==> src/rtl/transport_ctrl.sv <==
// Transport sequencer: play/pause/stop FSM, BPM register, step/beat/measure tick generation.
// Latency: ticks registered, one cycle after the counter wraps; BPM-to-period divide takes 32 cycles.
// Backpressure: none; single-cycle request pulses are always accepted.
module transport_ctrl #(
    parameter int CLK_HZ            = 50_000_000,
    parameter int STEPS_PER_BEAT    = 4,
    parameter int BEATS_PER_MEASURE = 4,
    parameter int BPM_MIN           = 20,
    parameter int BPM_MAX           = 240,
    parameter int BPM_RESET         = 120
) (
    input  logic       clk,
    input  logic       rst,
    input  logic       play_pulse,
    input  logic       stop_pulse,
    input  logic       count_in_en,
    input  logic       bpm_up,
    input  logic       bpm_down,
    input  logic       bpm_load,
    input  logic [7:0] bpm_in,
    output logic       is_playing,
    output logic [7:0] bpm,
    output logic [1:0] state,
    output logic       step_tick,
    output logic       beat_tick,
    output logic       measure_tick,
    output logic       count_click,
    output logic [7:0] step_idx,
    output logic [7:0] beat_idx,
    output logic       div_busy
);

    localparam int          SPB_LG       = $clog2(STEPS_PER_BEAT);
    localparam logic [7:0]  STEPS_LAST   = 8'(STEPS_PER_BEAT * BEATS_PER_MEASURE - 1);
    localparam logic [7:0]  BEAT_MASK    = 8'(STEPS_PER_BEAT - 1);
    localparam logic [63:0] DIVIDEND_W   = 64'(CLK_HZ) * 64'd60;
    localparam logic [31:0] DIVIDEND     = DIVIDEND_W[31:0];
    localparam logic [31:0] PERIOD_RESET = 32'(DIVIDEND_W / 64'(BPM_RESET * STEPS_PER_BEAT));
    localparam logic [7:0]  BPM_MIN_B    = 8'(BPM_MIN);
    localparam logic [7:0]  BPM_MAX_B    = 8'(BPM_MAX);
    localparam logic [7:0]  BPM_RESET_B  = 8'(BPM_RESET);

    typedef enum logic [1:0] {
        ST_STOPPED  = 2'd0,
        ST_COUNT_IN = 2'd1,
        ST_PLAYING  = 2'd2,
        ST_PAUSED   = 2'd3
    } state_t;

    state_t      state_q, state_d;
    logic [7:0]  bpm_q, bpm_d;
    logic [31:0] period_q, period_d;
    logic [31:0] cnt_q, cnt_d;
    logic [7:0]  step_q, step_d;
    logic [7:0]  cin_q, cin_d;
    logic        step_tick_q, step_tick_d;
    logic        beat_tick_q, beat_tick_d;
    logic        measure_tick_q, measure_tick_d;
    logic        click_q, click_d;
    logic        busy_q, busy_d;
    logic [4:0]  div_cnt_q, div_cnt_d;
    logic [31:0] div_rem_q, div_rem_d;
    logic [31:0] div_quo_q, div_quo_d;
    logic [31:0] div_dvsr_q, div_dvsr_d;

    logic        fire;
    logic [31:0] cnt_run;
    logic [7:0]  step_nx;
    logic [7:0]  cin_nx;
    logic [32:0] rem_sh;
    logic        rem_ge;
    logic [31:0] rem_sub;

    always_ff @(posedge clk) begin
        if (rst) begin
            state_q        <= ST_STOPPED;
            bpm_q          <= BPM_RESET_B;
            period_q       <= PERIOD_RESET;
            cnt_q          <= '0;
            step_q         <= '0;
            cin_q          <= '0;
            step_tick_q    <= 1'b0;
            beat_tick_q    <= 1'b0;
            measure_tick_q <= 1'b0;
            click_q        <= 1'b0;
            busy_q         <= 1'b0;
            div_cnt_q      <= '0;
            div_rem_q      <= '0;
            div_quo_q      <= '0;
            div_dvsr_q     <= '0;
        end else begin
            state_q        <= state_d;
            bpm_q          <= bpm_d;
            period_q       <= period_d;
            cnt_q          <= cnt_d;
            step_q         <= step_d;
            cin_q          <= cin_d;
            step_tick_q    <= step_tick_d;
            beat_tick_q    <= beat_tick_d;
            measure_tick_q <= measure_tick_d;
            click_q        <= click_d;
            busy_q         <= busy_d;
            div_cnt_q      <= div_cnt_d;
            div_rem_q      <= div_rem_d;
            div_quo_q      <= div_quo_d;
            div_dvsr_q     <= div_dvsr_d;
        end
    end

    // BPM register and the restoring divider that turns it into a step period.
    always_comb begin
        bpm_d      = bpm_q;
        period_d   = period_q;
        busy_d     = busy_q;
        div_cnt_d  = div_cnt_q;
        div_rem_d  = div_rem_q;
        div_quo_d  = div_quo_q;
        div_dvsr_d = div_dvsr_q;

        if (bpm_load) begin
            if (bpm_in < BPM_MIN_B)      bpm_d = BPM_MIN_B;
            else if (bpm_in > BPM_MAX_B) bpm_d = BPM_MAX_B;
            else                         bpm_d = bpm_in;
        end else if (bpm_up && !bpm_down) begin
            if (bpm_q < BPM_MAX_B) bpm_d = bpm_q + 8'd1;
        end else if (bpm_down && !bpm_up) begin
            if (bpm_q > BPM_MIN_B) bpm_d = bpm_q - 8'd1;
        end

        rem_sh  = {div_rem_q, div_quo_q[31]};
        rem_ge  = rem_sh >= {1'b0, div_dvsr_q};
        rem_sub = rem_sh[31:0] - div_dvsr_q;

        if (bpm_d != bpm_q) begin
            busy_d     = 1'b1;
            div_cnt_d  = '0;
            div_rem_d  = '0;
            div_quo_d  = DIVIDEND;
            div_dvsr_d = 32'(bpm_d) << SPB_LG;
        end else if (busy_q) begin
            div_rem_d = rem_ge ? rem_sub : rem_sh[31:0];
            div_quo_d = {div_quo_q[30:0], rem_ge};
            div_cnt_d = div_cnt_q + 5'd1;
            if (div_cnt_q == 5'd31) begin
                busy_d   = 1'b0;
                period_d = {div_quo_q[30:0], rem_ge};
            end
        end
    end

    // Transport FSM and step timing; >= compare lets a shrinking period fire at once.
    always_comb begin
        state_d        = state_q;
        cnt_d          = cnt_q;
        step_d         = step_q;
        cin_d          = cin_q;
        step_tick_d    = 1'b0;
        beat_tick_d    = 1'b0;
        measure_tick_d = 1'b0;
        click_d        = 1'b0;

        fire    = cnt_q >= (period_q - 32'd1);
        cnt_run = fire ? 32'd0 : cnt_q + 32'd1;
        step_nx = (step_q == STEPS_LAST) ? 8'd0 : step_q + 8'd1;
        cin_nx  = cin_q + 8'd1;

        if (stop_pulse) begin
            state_d = ST_STOPPED;
            cnt_d   = '0;
            step_d  = '0;
            cin_d   = '0;
        end else begin
            case (state_q)
                ST_STOPPED: begin
                    if (play_pulse) begin
                        cnt_d  = '0;
                        step_d = '0;
                        cin_d  = '0;
                        if (count_in_en) begin
                            state_d = ST_COUNT_IN;
                            click_d = 1'b1;
                        end else begin
                            state_d        = ST_PLAYING;
                            step_tick_d    = 1'b1;
                            beat_tick_d    = 1'b1;
                            measure_tick_d = 1'b1;
                        end
                    end
                end
                ST_COUNT_IN: begin
                    cnt_d = cnt_run;
                    if (fire) begin
                        if (cin_q == STEPS_LAST) begin
                            state_d        = ST_PLAYING;
                            cin_d          = '0;
                            step_d         = '0;
                            step_tick_d    = 1'b1;
                            beat_tick_d    = 1'b1;
                            measure_tick_d = 1'b1;
                        end else begin
                            cin_d   = cin_nx;
                            click_d = (cin_nx & BEAT_MASK) == 8'd0;
                        end
                    end
                end
                ST_PLAYING: begin
                    if (play_pulse) begin
                        state_d = ST_PAUSED;
                    end else begin
                        cnt_d = cnt_run;
                        if (fire) begin
                            step_d         = step_nx;
                            step_tick_d    = 1'b1;
                            beat_tick_d    = (step_nx & BEAT_MASK) == 8'd0;
                            measure_tick_d = step_nx == 8'd0;
                        end
                    end
                end
                ST_PAUSED: begin
                    if (play_pulse) state_d = ST_PLAYING;
                end
                default: state_d = ST_STOPPED;
            endcase
        end
    end

    assign is_playing   = (state_q == ST_PLAYING);
    assign bpm          = bpm_q;
    assign state        = state_q;
    assign step_tick    = step_tick_q;
    assign beat_tick    = beat_tick_q;
    assign measure_tick = measure_tick_q;
    assign count_click  = click_q;
    assign step_idx     = step_q;
    assign beat_idx     = step_q >> SPB_LG;
    assign div_busy     = busy_q;

endmodule
==> config.mk <==
export PLATFORM = sky130hd
export DESIGN_NAME = transport_ctrl
export DESIGN_NICKNAME = d
export VERILOG_FILES = /design/src/rtl/transport_ctrl.sv
export SDC_FILE = /design/constraint.sdc
export NUM_CORES = 1
export LEC_CHECK = 0
export BUFFER_PORTS_ARGS = -buffer_cell sky130_fd_sc_hd__buf_2
export CORE_MARGIN = 8
export CORE_UTILIZATION = 60
export CTS_CLUSTER_DIAMETER = 50
export CTS_CLUSTER_SIZE = 24
export DETAILED_ROUTE_END_ITERATION = 12
export GPL_ROUTABILITY_DRIVEN = 1
export PLACE_DENSITY = 0.85
export SLEW_MARGIN = 10
export SYNTH_ARGS = -nofsm -noshare
export SYNTH_HDL_FRONTEND = slang
export SYNTH_SLANG_ARGS = --single-unit
==> constraint.sdc <==
create_clock -name clk -period 6 [get_ports clk]
set_input_delay 0 -clock clk [delete_from_list [all_inputs] [get_ports clk]]
set_output_delay 0 -clock clk [all_outputs]
set_load 0.02 [all_outputs]
==> metrics.txt, run 1 <==
# TYPE chip_impl_metric gauge
chip_impl_info{name="result_of_the_run",value="finished, final reports clean"} 1
chip_impl_metric{name="cell_internal_pwr",unit="uW"} 2090
chip_impl_metric{name="synth_area",unit="um2"} 9960
chip_impl_info{name="critPathKind",value="register to register"} 1
chip_impl_metric{name="power.switching",unit="uW"} 720
chip_impl_metric{name="cts_buffers",unit=""} 17
chip_impl_metric{name="seq_power_share",unit="%"} 42.5
chip_impl_metric{name="die_y",unit="um"} 145
chip_impl_metric{name="io_buffers",unit=""} 45
chip_impl_metric{name="hold_viol",unit=""} 0
chip_impl_metric{name="setup_tns",unit="ps"} 0
chip_impl_metric{name="ys.warnings.count",unit=""} 0
chip_impl_metric{name="ff2ff_setup_slack",unit="ps"} 1030
chip_impl_info{name="postSynth.topFlopCell",value="dfxtp_1"} 1
chip_impl_metric{name="firstDrtPassIters",unit=""} 5
chip_impl_metric{name="multi_input_comb_area",unit="um2"} 6080
chip_impl_metric{name="insertion_delay",unit="ps"} 430
chip_impl_metric{name="final_util",unit="%"} 66.3
chip_impl_metric{name="diodes",unit=""} 0
chip_impl_metric{name="start_util",unit="%"} 60.7
chip_impl_metric{name="final_period_minus_worst_setup_slack",unit="ps"} 4970
chip_impl_metric{name="sw_frac_of_total",unit="%"} 25.6
chip_impl_info{name="timing.critical_path.to_type",value="register"} 1
chip_impl_metric{name="filler_cells",unit=""} 1308
chip_impl_metric{name="fp.dieW",unit="um"} 145
chip_impl_metric{name="rr_worst_depth",unit=""} 17
chip_impl_metric{name="share_of_synthesized_area_occupied_by_flip_flops_and_latches",unit="%"} 34.6
chip_impl_metric{name="required",unit="ps"} 6340
chip_impl_info{name="yosys-top-cells-area",value="dfxtp_1 35%, ha_1 7.0%, nor2_1 6.3%"} 1
chip_impl_metric{name="max_freq",unit="GHz"} 0.201
chip_impl_metric{name="avg_cell_area_syn",unit="um2"} 8.31
chip_impl_info{name="synthTopCellsByCount",value="172 x dfxtp_1, 168 x nor2_1, 78 x nand2_1, 63 x nand3_1, 62 x a21oi_1"} 1
chip_impl_info{name="tritoncts_clock_tree",value="built"} 1
chip_impl_metric{name="final_cell_area",unit="um2"} 10900
chip_impl_metric{name="grt_pass1_wl",unit="um"} 36600
chip_impl_info{name="synth_largest_area_cell",value="dfxtp_1"} 1
chip_impl_metric{name="netlist_instances",unit=""} 1199
chip_impl_metric{name="grt_usage",unit="%"} 21.0
chip_impl_info{name="clock_tree.root_cell",value="clkbuf_16"} 1
chip_impl_metric{name="grt_start_max_net_pins",unit=""} 75
chip_impl_metric{name="postPlaceCellArea",unit="um2"} 10200
chip_impl_metric{name="first_global_vias",unit=""} 8077
chip_impl_metric{name="floorplan.core_area",unit="um2"} 16400
chip_impl_metric{name="gp_congestion",unit=""} 0.867
chip_impl_metric{name="layout-area-overhead-vs-synth",unit="%"} 9.27
chip_impl_info{name="yosys.cell_count.top_type",value="dfxtp_1"} 1
chip_impl_metric{name="share_comb_of_total_power",unit="%"} 14.0
chip_impl_metric{name="number_of_primary_i_o_pins",unit=""} 48
chip_impl_metric{name="worst_clock_skew_on_the_final_layout",unit="ps"} 8.61
chip_impl_metric{name="cts.repair_timing.setup_buffer_count",unit=""} 0
chip_impl_metric{name="critical-path-max-stage-delay",unit="ps"} 680
chip_impl_metric{name="antenna_violating_nets_post_route",unit=""} 0
chip_impl_metric{name="max-clock-path-buffers",unit=""} 2
chip_impl_metric{name="antenna_found_initial",unit=""} 0
chip_impl_metric{name="setup-violations-final",unit=""} 0
chip_impl_metric{name="timing_worst_slew_pin_value",unit="ps"} 942
chip_impl_metric{name="cellPowerDensity",unit="nW/um2"} 258
chip_impl_info{name="holdCritPathClass",value="primary input to register"} 1
chip_impl_metric{name="vias_per_cell",unit=""} 6.00
chip_impl_metric{name="layout_worst_path_cycle_share",unit="%"} 82.9
chip_impl_metric{name="htree_num_levels",unit=""} 4
chip_impl_metric{name="synth_seq_cells",unit=""} 172
chip_impl_info{name="worst_hold_startpoint",value="bpm_in[7]"} 1
chip_impl_metric{name="number_of_enable_type_register_cells_in_the_synthesized_netlist",unit=""} 0
chip_impl_metric{name="dr.first_iter.drc_count",unit=""} 705
chip_impl_metric{name="clock_sink_count",unit=""} 172
chip_impl_metric{name="final_layout_size_suffix_gt1_share",unit="%"} 9.19
chip_impl_metric{name="wl_per_cell",unit="um"} 15.1
chip_impl_metric{name="detailed_route_wire_length",unit="um"} 21800
chip_impl_metric{name="placementRows",unit=""} 47
chip_impl_info{name="crit_slowest_cell",value="nor3_1"} 1
chip_impl_metric{name="drcViolationCount",unit=""} 0
chip_impl_info{name="rsz_0062_raised_after_global_routing",value="false"} 1
chip_impl_metric{name="dieArea",unit="um2"} 21000
chip_impl_metric{name="route.vias.total",unit=""} 8633
chip_impl_metric{name="worstHoldPathCells",unit=""} 4
chip_impl_metric{name="clock_power_share",unit="%"} 43.6
chip_impl_metric{name="netlist-cell-type-count",unit=""} 70
chip_impl_metric{name="timing.max_slew.rel_slack",unit="%"} 36.4
chip_impl_metric{name="worstPathArrival",unit="ps"} 5310
chip_impl_metric{name="async_flop_share",unit="%"} 0
chip_impl_metric{name="yosys.area.top_type_share",unit="%"} 34.6
chip_impl_metric{name="slew_viol_final",unit=""} 0
chip_impl_info{name="hold_path_end",value="bpm[7]"} 1
chip_impl_metric{name="area.sequential",unit="um2"} 3450
chip_impl_info{name="path_cells",value="nor2_1 -> nand2_1 -> or3_1 -> or4_1 -> nor2_1 -> and3_1 -> nand3b_1 -> xor2_1 -> ha_1 -> nand4_1 -> nor4_1 -> o21ai_0 -> a31oi_1 -> nor2_1 -> nor3_1 -> a21oi_1 -> a211oi_1"} 1
chip_impl_metric{name="clkSlewWorstSetupHoldPaths",unit="ps"} 60
chip_impl_metric{name="dpl.hpwl",unit="um"} 14900
chip_impl_metric{name="drv.max_cap_violation_count",unit=""} 0
chip_impl_metric{name="worstPathMaxFanout",unit=""} 8
chip_impl_metric{name="p_leak",unit="uW"} 0.00419
chip_impl_metric{name="sum_of_overflow_across_all_layers_after_global_routing",unit=""} 0
chip_impl_metric{name="vdd_drop_max",unit="mV"} 0.218
chip_impl_info{name="worstReg2RegStart",value="period_q[9]"} 1
chip_impl_metric{name="nets",unit=""} 1281
chip_impl_info{name="crit_top_cell",value="nor2_1"} 1
chip_impl_info{name="critical_path.reg2reg.endpoint",value="step_idx[7]"} 1
chip_impl_info{name="start_kind",value="register"} 1
-- kinds of logic (layout without fill, tap and decap cells) --
logic type / Yosys count / count (layout) / share of synthesized area (%)
xor gates and xnor gates: 97 / 97 / 8.53
AOI/OAI and AO/OA: 237 / 237 / 15.8
adders and majority gates: 57 / 57 / 7.24
and+or+nand+nor: 487 / 487 / 24.0
buffers and inverters: 95 / 114 / 4.43
muxes: 53 / 53 / 5.34
DFF: 172 / 172 / 34.6
other: 1 / 2 / 0.0377
-- power groups by stage --
stage,Sequential [uW],Combinational [uW],Clock (uW)
6_report,1190,393,1220
3_5_place_dp,1220,384,0
4_1_cts,1190,390,1240
5_1_grt,1200,437,1290
3_3_place_gp,1220,376,0
2_1_floorplan,1210,311,0
-- cell type report --
cell class / instances / area share [%]
Clock buffer: 19 / 3.98
Clock inverter: 11 / 2.01
Inverter: 27 / 0.931
Multi-Input combinational cell: 933 / 55.9
Sequential cell: 172 / 31.7
Tap cell: 220 / 2.53
Timing Repair Buffer: 57 / 2.97
-- what timing repair did --
action	CTS	global route
hold buffers	3	0
gates resized for setup	0	0
endpoints found under the hold margin	3	0
-- state kept, by name, summed over array words and instances (netlist names) --
| name | count |
|---|---|
| cnt_q | 32 |
| div_quo_q | 32 |
| div_rem_q | 32 |
| period_q | 32 |
| bpm | 8 |
| cin_q | 8 |
| div_dvsr_q | 8 |
| step_idx | 8 |
| div_cnt_q | 5 |
| state | 2 |
| beat_tick | 1 |
| count_click | 1 |
| div_busy | 1 |
| measure_tick | 1 |
| step_tick | 1 |
-- critical path, delay by kind of cell, from the launching register on --
kind / cells / cell delay (ps)
fa+ha+maj: 1 / 290
compound gates: 4 / 890
simple gates: 11 / 3170
xor+xnor: 1 / 170
flops: 1 / 360
-- through the flow --
stage          worst slack, ps  total power [uW]  hold slack (ps)  std cells
5_1_grt                    714              2920             36.1       1439
4_1_cts                   1090              2820            0.923       1439
6_report                  1030              2810             17.7       1439
2_1_floorplan             1540              1520              146       1200
3_5_place_dp              1130              1600              293       1406
3_3_place_gp              1390              1590              303       1406
-- per-layer routing --
layer | vias up | GRT usage (%) | wire (um)
li1 | 4301 | - | -
met1 | 4046 | 26.4 | 9920
met2 | 244 | 35.1 | 10400
met3 | 42 | 4.13 | 1090
met4 | 0 | 7.45 | 403
met5 | - | 0 | 0
-- placed cells by master (no fill, tap or decap), types with 8 or more instances in the layout --
master and n:
a211oi_1 26, a211oi_2 10, a21oi_1 62, and3_1 20, buf_2 45, buf_4 9
clkbuf_16 17, dfxtp_1 171, ha_1 56, inv_1 27, mux2i_1 52, nand2_1 78
nand2b_1 11, nand3_1 63, nand4_1 19, nor2_1 168, nor2b_1 13, nor3_1 39
nor4_1 16, o211ai_1 9, o21ai_0 59, o31ai_1 8, or2_2 8, or3_1 13
or4_1 8, xnor2_1 47, xor2_1 50
-- how the worst max path moves through the flow --
stage | startpoint | slack, ps | depth (start not counted) | endpoint
after global routing | period_q[9] | 710 | 17 | step_idx[7]
after detailed placement | period_q[9] | 1130 | 17 | step_idx[7]
after global placement | period_q[9] | 1390 | 17 | cin_q[5]
after CTS | period_q[9] | 1090 | 17 | step_idx[7]
final | period_q[9] | 1030 | 17 | step_idx[7]
after floorplan | period_q[9] | 1540 | 20 | cnt_q[10]
Power figures use the tool's default switching activity.
==> run 2, diff against run 1 <==
- CORE_UTILIZATION: 60 -> 56
- PLACE_DENSITY: 0.85 -> 0.84
- clock period: 6 -> 4.2 ns (I/O delays scaled with it)
==> run 2 against run 1 <==
Compared with the run above:
- setup slack worse by 940 ps
- combinational power up 47%
- core utilization down 2.2 points
- register-to-register slack worse by 940 ps
- final cell count up 2.0%
- die area up 6.3%
- fmax up 21%
- sequential share of layout area down 0.71 points
- highest routed layer unchanged
==> metrics.txt, run 2 (same netlist as run 1, synthesis figures left out) <==
# TYPE chip_impl_metric gauge
chip_impl_info{name="result_of_the_run",value="finished, final reports clean"} 1
chip_impl_metric{name="firstDrtPassIters",unit=""} 5
chip_impl_metric{name="final-instance-count-excl-fill",unit=""} 1468
chip_impl_metric{name="antenna_violating_nets_post_route",unit=""} 0
chip_impl_info{name="critical-path-top-delay-family",value="simple AND/OR/NAND/NOR gates"} 1
chip_impl_metric{name="gp_congestion",unit=""} 0.857
chip_impl_metric{name="worstPathMaxFanout",unit=""} 5
chip_impl_metric{name="post-layout-total-power",unit="uW"} 3800
chip_impl_metric{name="floorplan.core_area",unit="um2"} 17400
chip_impl_info{name="timing.critical_path.to_type",value="register"} 1
chip_impl_metric{name="insertion_delay",unit="ps"} 430
chip_impl_metric{name="setup-violations-final",unit=""} 0
chip_impl_metric{name="clock_sink_count",unit=""} 172
chip_impl_metric{name="grt_start_max_net_pins",unit=""} 75
chip_impl_metric{name="final_period_minus_worst_setup_slack",unit="ps"} 4110
chip_impl_metric{name="worstPathArrival",unit="ps"} 4470
chip_impl_metric{name="filler_cells",unit=""} 1365
chip_impl_metric{name="number_of_primary_i_o_pins",unit=""} 48
chip_impl_metric{name="vias_per_cell",unit=""} 6.03
chip_impl_metric{name="route.vias.total",unit=""} 8850
chip_impl_metric{name="ff2ff_setup_slack",unit="ps"} 90
chip_impl_metric{name="antenna_found_initial",unit=""} 0
chip_impl_metric{name="grt_pass1_wl",unit="um"} 37800
chip_impl_metric{name="dpl.hpwl",unit="um"} 15500
chip_impl_metric{name="worst_clock_skew_on_the_final_layout",unit="ps"} 11.2
chip_impl_metric{name="first_global_vias",unit=""} 8213
chip_impl_metric{name="dp.cells",unit=""} 1426
chip_impl_metric{name="io_buffers",unit=""} 45
chip_impl_metric{name="die_y",unit="um"} 149
chip_impl_metric{name="final_cell_area",unit="um2"} 11100
chip_impl_metric{name="max-clock-path-buffers",unit=""} 2
chip_impl_metric{name="htree_num_levels",unit=""} 4
chip_impl_metric{name="clkSlewWorstSetupHoldPaths",unit="ps"} 60
chip_impl_metric{name="grt_usage",unit="%"} 20.2
chip_impl_info{name="clock_tree.root_cell",value="clkbuf_16"} 1
chip_impl_metric{name="dr.first_iter.drc_count",unit=""} 676
chip_impl_metric{name="area.sequential",unit="um2"} 3450
chip_impl_metric{name="multi_input_comb_area",unit="um2"} 6240
chip_impl_info{name="start_kind",value="register"} 1
chip_impl_metric{name="fp.dieW",unit="um"} 149
chip_impl_info{name="timing.critical_path.from",value="period_q[10]"} 1
chip_impl_metric{name="critical-path-max-stage-delay",unit="ps"} 460
chip_impl_metric{name="cellPowerDensity",unit="nW/um2"} 342
chip_impl_metric{name="sum_of_overflow_across_all_layers_after_global_routing",unit=""} 0
chip_impl_metric{name="dp_slack",unit="ps"} -266
chip_impl_info{name="critPathKind",value="register to register"} 1
chip_impl_metric{name="layout_worst_path_cycle_share",unit="%"} 98.0
chip_impl_info{name="mostFrequentLayoutCell",value="dfxtp_1"} 1
chip_impl_metric{name="vdd_drop_max",unit="mV"} 0.290
chip_impl_info{name="holdCritPathClass",value="primary input to register"} 1
chip_impl_info{name="crit_slowest_cell",value="or4_4"} 1
chip_impl_metric{name="final_layout_size_suffix_gt1_share",unit="%"} 12.8
chip_impl_metric{name="drv.max_cap_violation_count",unit=""} 0
chip_impl_metric{name="diodes",unit=""} 0
chip_impl_metric{name="placementRows",unit=""} 48
chip_impl_info{name="path_cells",value="nor2_2 -> nand2_1 -> or3_1 -> or4_4 -> nor2_4 -> and3_4 -> nand3b_1 -> xor2_1 -> ha_1 -> nand4_1 -> buf_4 -> o211a_1 -> o211ai_1 -> nor2_2 -> buf_4 -> nor2_4 -> o22a_1 -> mux2i_1"} 1
chip_impl_metric{name="hold_viol",unit=""} 0
chip_impl_metric{name="detailed_route_wire_length",unit="um"} 23100
chip_impl_metric{name="cts_buffers",unit=""} 17
chip_impl_info{name="rsz_0062_raised_after_global_routing",value="true"} 1
chip_impl_info{name="timing.critical_path.to",value="state[0]"} 1
chip_impl_metric{name="final.setup.worst_slack",unit="ps"} 85.0
chip_impl_metric{name="p_leak",unit="uW"} 0.00428
chip_impl_metric{name="dieArea",unit="um2"} 22300
chip_impl_metric{name="required",unit="ps"} 4550
chip_impl_metric{name="timing_worst_slew_pin_value",unit="ps"} 970
chip_impl_metric{name="drcViolationCount",unit=""} 0
chip_impl_info{name="critical_path.reg2reg.endpoint",value="state[0]"} 1
chip_impl_metric{name="max_freq",unit="GHz"} 0.243
chip_impl_metric{name="path_buf_inv",unit=""} 2
chip_impl_metric{name="rr_worst_depth",unit=""} 18
chip_impl_metric{name="crit_cells",unit=""} 18
chip_impl_metric{name="timing.max_slew.rel_slack",unit="%"} 34.5
chip_impl_metric{name="nets",unit=""} 1305
chip_impl_metric{name="postPlaceCellArea",unit="um2"} 10300
chip_impl_metric{name="slew_viol_final",unit=""} 0
chip_impl_info{name="tritoncts_clock_tree",value="built"} 1
chip_impl_metric{name="layout-area-overhead-vs-synth",unit="%"} 11.8
chip_impl_metric{name="setup_tns",unit="ps"} 0
chip_impl_info{name="mostFrequentLayoutCells",value="171 x dfxtp_1, 163 x nor2_1, 78 x nand2_1"} 1
chip_impl_info{name="worstReg2RegStart",value="period_q[10]"} 1
chip_impl_metric{name="start_util",unit="%"} 57.4
chip_impl_metric{name="wl_per_cell",unit="um"} 15.7
==> run 2: changes by cell type in the layout (fill, tap and decap cells not counted), moves of 4 or more <==
| cell | delta |
|---|---|
| nor3_1 | -5 |
| nor3_2 | +4 |
| buf_4 | +22 |
| bufinv_16 | -4 |
| nor2_1 | -5 |
==> run 2: worst min path at each step <==
stage	from	end	slack [ps]	cells past startpoint
5_1_grt	bpm_in[6]	bpm[6]	60	3
3_5_place_dp	count_in_en	count_click	310	3
2_1_floorplan	count_in_en	count_click	150	2
6_report	bpm_in[7]	bpm[7]	20	4
3_3_place_gp	count_in_en	count_click	310	3
4_1_cts	bpm_in[7]	bpm[7]	4	4
==> run 2: layout make-up <==
type / instances / area share [%]
clock buffer: 20 / 3.92
clock inverter: 10 / 1.08
inverter: 27 / 0.910
multi-input combinational: 934 / 56.0
sequential: 172 / 31.0
tap: 225 / 2.53
timing repair buffer: 80 / 4.56
==> run 2: what timing repair did <==
action                                  in CTS  in global routing
endpoints found under the setup margin      48                 53
cloned                                       1                  0
resized for setup                            9                 26
pin swaps                                    7                  9
setup buffers                                6                  2
hold endpoints to repair                     3                  0
hold buffers                                 3                  0
==> run 2: per-stage QoR <==
step | utilization, % | hold slack, ps
after floorplan | - | 146
after global placement | 59.5 | 312
after detailed placement | 59.5 | 313
after CTS | 63.5 | 4.11
after global routing | 64.1 | 57.9
final | 64.1 | 16.6
==> run 2: worst reg2reg max path: stages (launching register included) <==
cell,delay (ps)
dfxtp_1,330
nor2_2,150
nand2_1,70
or3_1,330
or4_4,460
nor2_4,150
and3_4,220
nand3b_1,90
xor2_1,160
ha_1,290
nand4_1,140
buf_4,180
o211a_1,220
o211ai_1,360
nor2_2,150
buf_4,200
nor2_4,130
o22a_1,230
mux2i_1,210
==> run 2: routing by layer <==
metal | part of all wire, % | routed length, um | track usage [%] | vias up
li1 | - | - | - | 4352
met1 | 45 | 10500 | 26.0 | 4210
met5 | 0 | 0 | 0 | -
met2 | 47 | 10900 | 33.3 | 251
met3 | 5.9 | 1360 | 3.31 | 37
met4 | 1.6 | 369 | 7.37 | 0
==> run 2: report_power, final <==
group	leakage [uW]	total, uW	internal (uW)	switching (uW)
clock	0.000266	1520	870	646
sequential	0.00140	1710	1660	47.1
combinational	0.00262	579	227	352
total	0.00428	3800	2760	1040
==> run 3, diff against run 2 <==
- RECOVER_POWER: not set -> 100
==> run 3 against run 2 <==
Compared with the run above:
- design area is 0.99% lower
- critical path type unchanged
- global-route usage stayed put
- largest cell class unchanged
- sequential power is essentially flat
- setup slack improved by 4.3 ps
- non-clock buffer count stayed put
- combinational power shrank 2%
- die area stayed put
- clock skew decreased by 1.7 ps
- fmax is 0.11% higher
- final cell count unchanged
- flip-flop and latch count did not move
- core utilization fell by 0.63 points
- critical endpoint unchanged
==> metrics.txt, run 3 (same netlist as run 1, synthesis figures left out) <==
# TYPE chip_impl_metric gauge
chip_impl_metric{name="timing_worst_slew_pin_value",unit="ps"} 954
chip_impl_metric{name="cts_buffers",unit=""} 17
chip_impl_metric{name="antenna_found_initial",unit=""} 0
chip_impl_metric{name="layout_worst_path_cycle_share",unit="%"} 97.9
chip_impl_info{name="start_kind",value="register"} 1
chip_impl_metric{name="power.switching",unit="uW"} 1040
chip_impl_metric{name="number_of_primary_i_o_pins",unit=""} 48
chip_impl_metric{name="firstDrtPassIters",unit=""} 5
chip_impl_info{name="mostFrequentLayoutCell",value="dfxtp_1"} 1
chip_impl_metric{name="critical-path-max-stage-delay",unit="ps"} 460
chip_impl_metric{name="worst_clock_skew_on_the_final_layout",unit="ps"} 9.51
chip_impl_metric{name="clock_power_share",unit="%"} 40.0
chip_impl_metric{name="drcViolationCount",unit=""} 0
chip_impl_info{name="critPathKind",value="register to register"} 1
chip_impl_metric{name="detailed_route_wire_length",unit="um"} 23200
chip_impl_metric{name="clkSlewWorstSetupHoldPaths",unit="ps"} 60
chip_impl_metric{name="grt_usage",unit="%"} 20.2
chip_impl_metric{name="seq_power_share",unit="%"} 45.1
chip_impl_metric{name="setup_tns",unit="ps"} 0
chip_impl_info{name="path_cells",value="nor2_2 -> nand2_1 -> or3_1 -> or4_4 -> nor2_4 -> and3_4 -> nand3b_1 -> xor2_1 -> ha_1 -> nand4_1 -> buf_4 -> o211a_1 -> o211ai_1 -> nor2_2 -> buf_4 -> nor2_4 -> o22a_1 -> mux2i_1"} 1
chip_impl_metric{name="vdd_drop_max",unit="mV"} 0.289
chip_impl_metric{name="io_buffers",unit=""} 45
chip_impl_metric{name="htree_num_levels",unit=""} 4
chip_impl_metric{name="route.vias.total",unit=""} 8868
chip_impl_metric{name="first_global_vias",unit=""} 8213
chip_impl_metric{name="dr.first_iter.drc_count",unit=""} 704
chip_impl_metric{name="max_freq",unit="GHz"} 0.243
chip_impl_metric{name="worstPathArrival",unit="ps"} 4460
chip_impl_metric{name="insertion_delay",unit="ps"} 430
chip_impl_metric{name="sw_frac_of_total",unit="%"} 27.4
chip_impl_info{name="tritoncts_clock_tree",value="built"} 1
chip_impl_metric{name="die_y",unit="um"} 149
chip_impl_metric{name="final_layout_size_suffix_gt1_share",unit="%"} 9.65
chip_impl_metric{name="sum_of_overflow_across_all_layers_after_global_routing",unit=""} 0
chip_impl_info{name="clock_tree.root_cell",value="clkbuf_16"} 1
chip_impl_metric{name="final_util",unit="%"} 63.5
chip_impl_metric{name="clock_sink_count",unit=""} 172
chip_impl_metric{name="fp.dieW",unit="um"} 149
chip_impl_info{name="mostFrequentLayoutCells",value="171 x dfxtp_1, 163 x nor2_1, 78 x nand2_1"} 1
chip_impl_info{name="result_of_the_run",value="finished, final reports clean"} 1
chip_impl_metric{name="setup-violations-final",unit=""} 0
chip_impl_metric{name="max-clock-path-buffers",unit=""} 2
chip_impl_metric{name="dpl.hpwl",unit="um"} 15500
chip_impl_metric{name="grt_start_max_net_pins",unit=""} 75
chip_impl_info{name="timing.critical_path.to_type",value="register"} 1
chip_impl_metric{name="timing.max_slew.rel_slack",unit="%"} 35.5
chip_impl_metric{name="start_util",unit="%"} 57.4
chip_impl_metric{name="diodes",unit=""} 0
chip_impl_metric{name="placementRows",unit=""} 48
chip_impl_metric{name="floorplan.core_area",unit="um2"} 17400
chip_impl_metric{name="antenna_violating_nets_post_route",unit=""} 0
chip_impl_metric{name="cellPowerDensity",unit="nW/um2"} 344
chip_impl_metric{name="p_leak",unit="uW"} 0.00413
chip_impl_metric{name="wl_per_cell",unit="um"} 15.8
chip_impl_info{name="crit_slowest_cell",value="or4_4"} 1
chip_impl_metric{name="gp_congestion",unit=""} 0.857
chip_impl_metric{name="vias_per_cell",unit=""} 6.04
chip_impl_metric{name="drv.max_cap_violation_count",unit=""} 0
chip_impl_metric{name="share_comb_of_total_power",unit="%"} 15.0
chip_impl_info{name="holdCritPathClass",value="primary input to register"} 1
chip_impl_metric{name="dieArea",unit="um2"} 22300
chip_impl_metric{name="final_period_minus_worst_setup_slack",unit="ps"} 4110
chip_impl_metric{name="cell_internal_pwr",unit="uW"} 2750
chip_impl_metric{name="hold_viol",unit=""} 0
chip_impl_metric{name="grt_pass1_wl",unit="um"} 37800
chip_impl_metric{name="slew_viol_final",unit=""} 0
chip_impl_info{name="rsz_0062_raised_after_global_routing",value="true"} 1
chip_impl_metric{name="worstPathMaxFanout",unit=""} 5
chip_impl_metric{name="layout-area-overhead-vs-synth",unit="%"} 10.7
chip_impl_metric{name="filler_cells",unit=""} 1389
chip_impl_metric{name="required",unit="ps"} 4550
chip_impl_metric{name="nets",unit=""} 1305
[run 3: cell types whose count changed in the layout (fill, tap and decap cells not counted), sizes merged]
| cell | change |
|---|---|
| clkbuf | +33 |
| buf | -33 |
[run 3: path summary, 6_finish.rpt]
kind / from / to / slack [ps] / cells after the start
worst max-delay path: period_q[10] / state[0] / 90 / 18
worst min register to register: div_dvsr_q[6] / div_dvsr_q[6] / 470 / 2
worst min-delay path: bpm_in[7] / bpm[7] / 20 / 4
worst max register to register: period_q[10] / state[0] / 90 / 18
[run 3: critical path: cells and delay by family, from the launching register on]
family                   cells  cell delay, ps
XOR/XNOR                     1             160
adder cells (fa/ha/maj)      1             290
AND/OR/NAND/NOR             10            1890
buffers and inverters        2             360
multiplexers                 1             210
flip-flops                   1             330
AO/OA/AOI/OAI                3             800
[run 3: stage by stage]
step	instances	area, um2	hold slack (ps)	worst slack, ps	power [uW]
final	1468	11000	16.6	89.4	3790
after floorplan	1200	9980	146	0.0333	2180
after global routing	1468	11000	57.9	-78.1	3940
after global placement	1426	10300	312	-36.2	2280
after detailed placement	1426	10300	313	-266	2290
after CTS	1466	11000	4.11	9.87	3810
[run 3: power groups by stage]
stage	Clock, uW	Sequential [uW]	Combinational [uW]
6_report	1520	1710	567
4_1_cts	1530	1710	566
2_1_floorplan	0	1730	446
3_3_place_gp	0	1740	538
3_5_place_dp	0	1740	550
5_1_grt	1590	1710	628
[run 3: final cells by class]
type                       count  area, um2  area share [%]
inverter                      27        101           0.919
multi-input combinational    934       6170            56.0
sequential                   172       3450            31.3
clock inverter                10        120            1.09
tap                          225        282            2.55
clock buffer                  20        437            3.96
timing repair buffer          80        462            4.19
[run 3: timing repair]
| item | 4_1_cts | 5_1_grt |
|---|---|---|
| hold buffers | 3 | 0 |
| cloned | 1 | 0 |
| resized for setup | 9 | 26 |
| pin swaps | 7 | 9 |
| setup endpoints to repair | 48 | 53 |
| endpoints found under the hold margin | 3 | 0 |
| buffers inserted | 6 | 2 |
[run 3: routing by layer]
metal | share of wire [%] | routed length (um) | vias to the layer above | GRT usage (%)
li1 | - | - | 4350 | -
met1 | 45 | 10500 | 4203 | 26.0
met2 | 47 | 10900 | 269 | 33.3
met3 | 5.8 | 1350 | 46 | 3.31
met4 | 1.7 | 395 | 0 | 7.37
met5 | 0 | 0 | - | 0
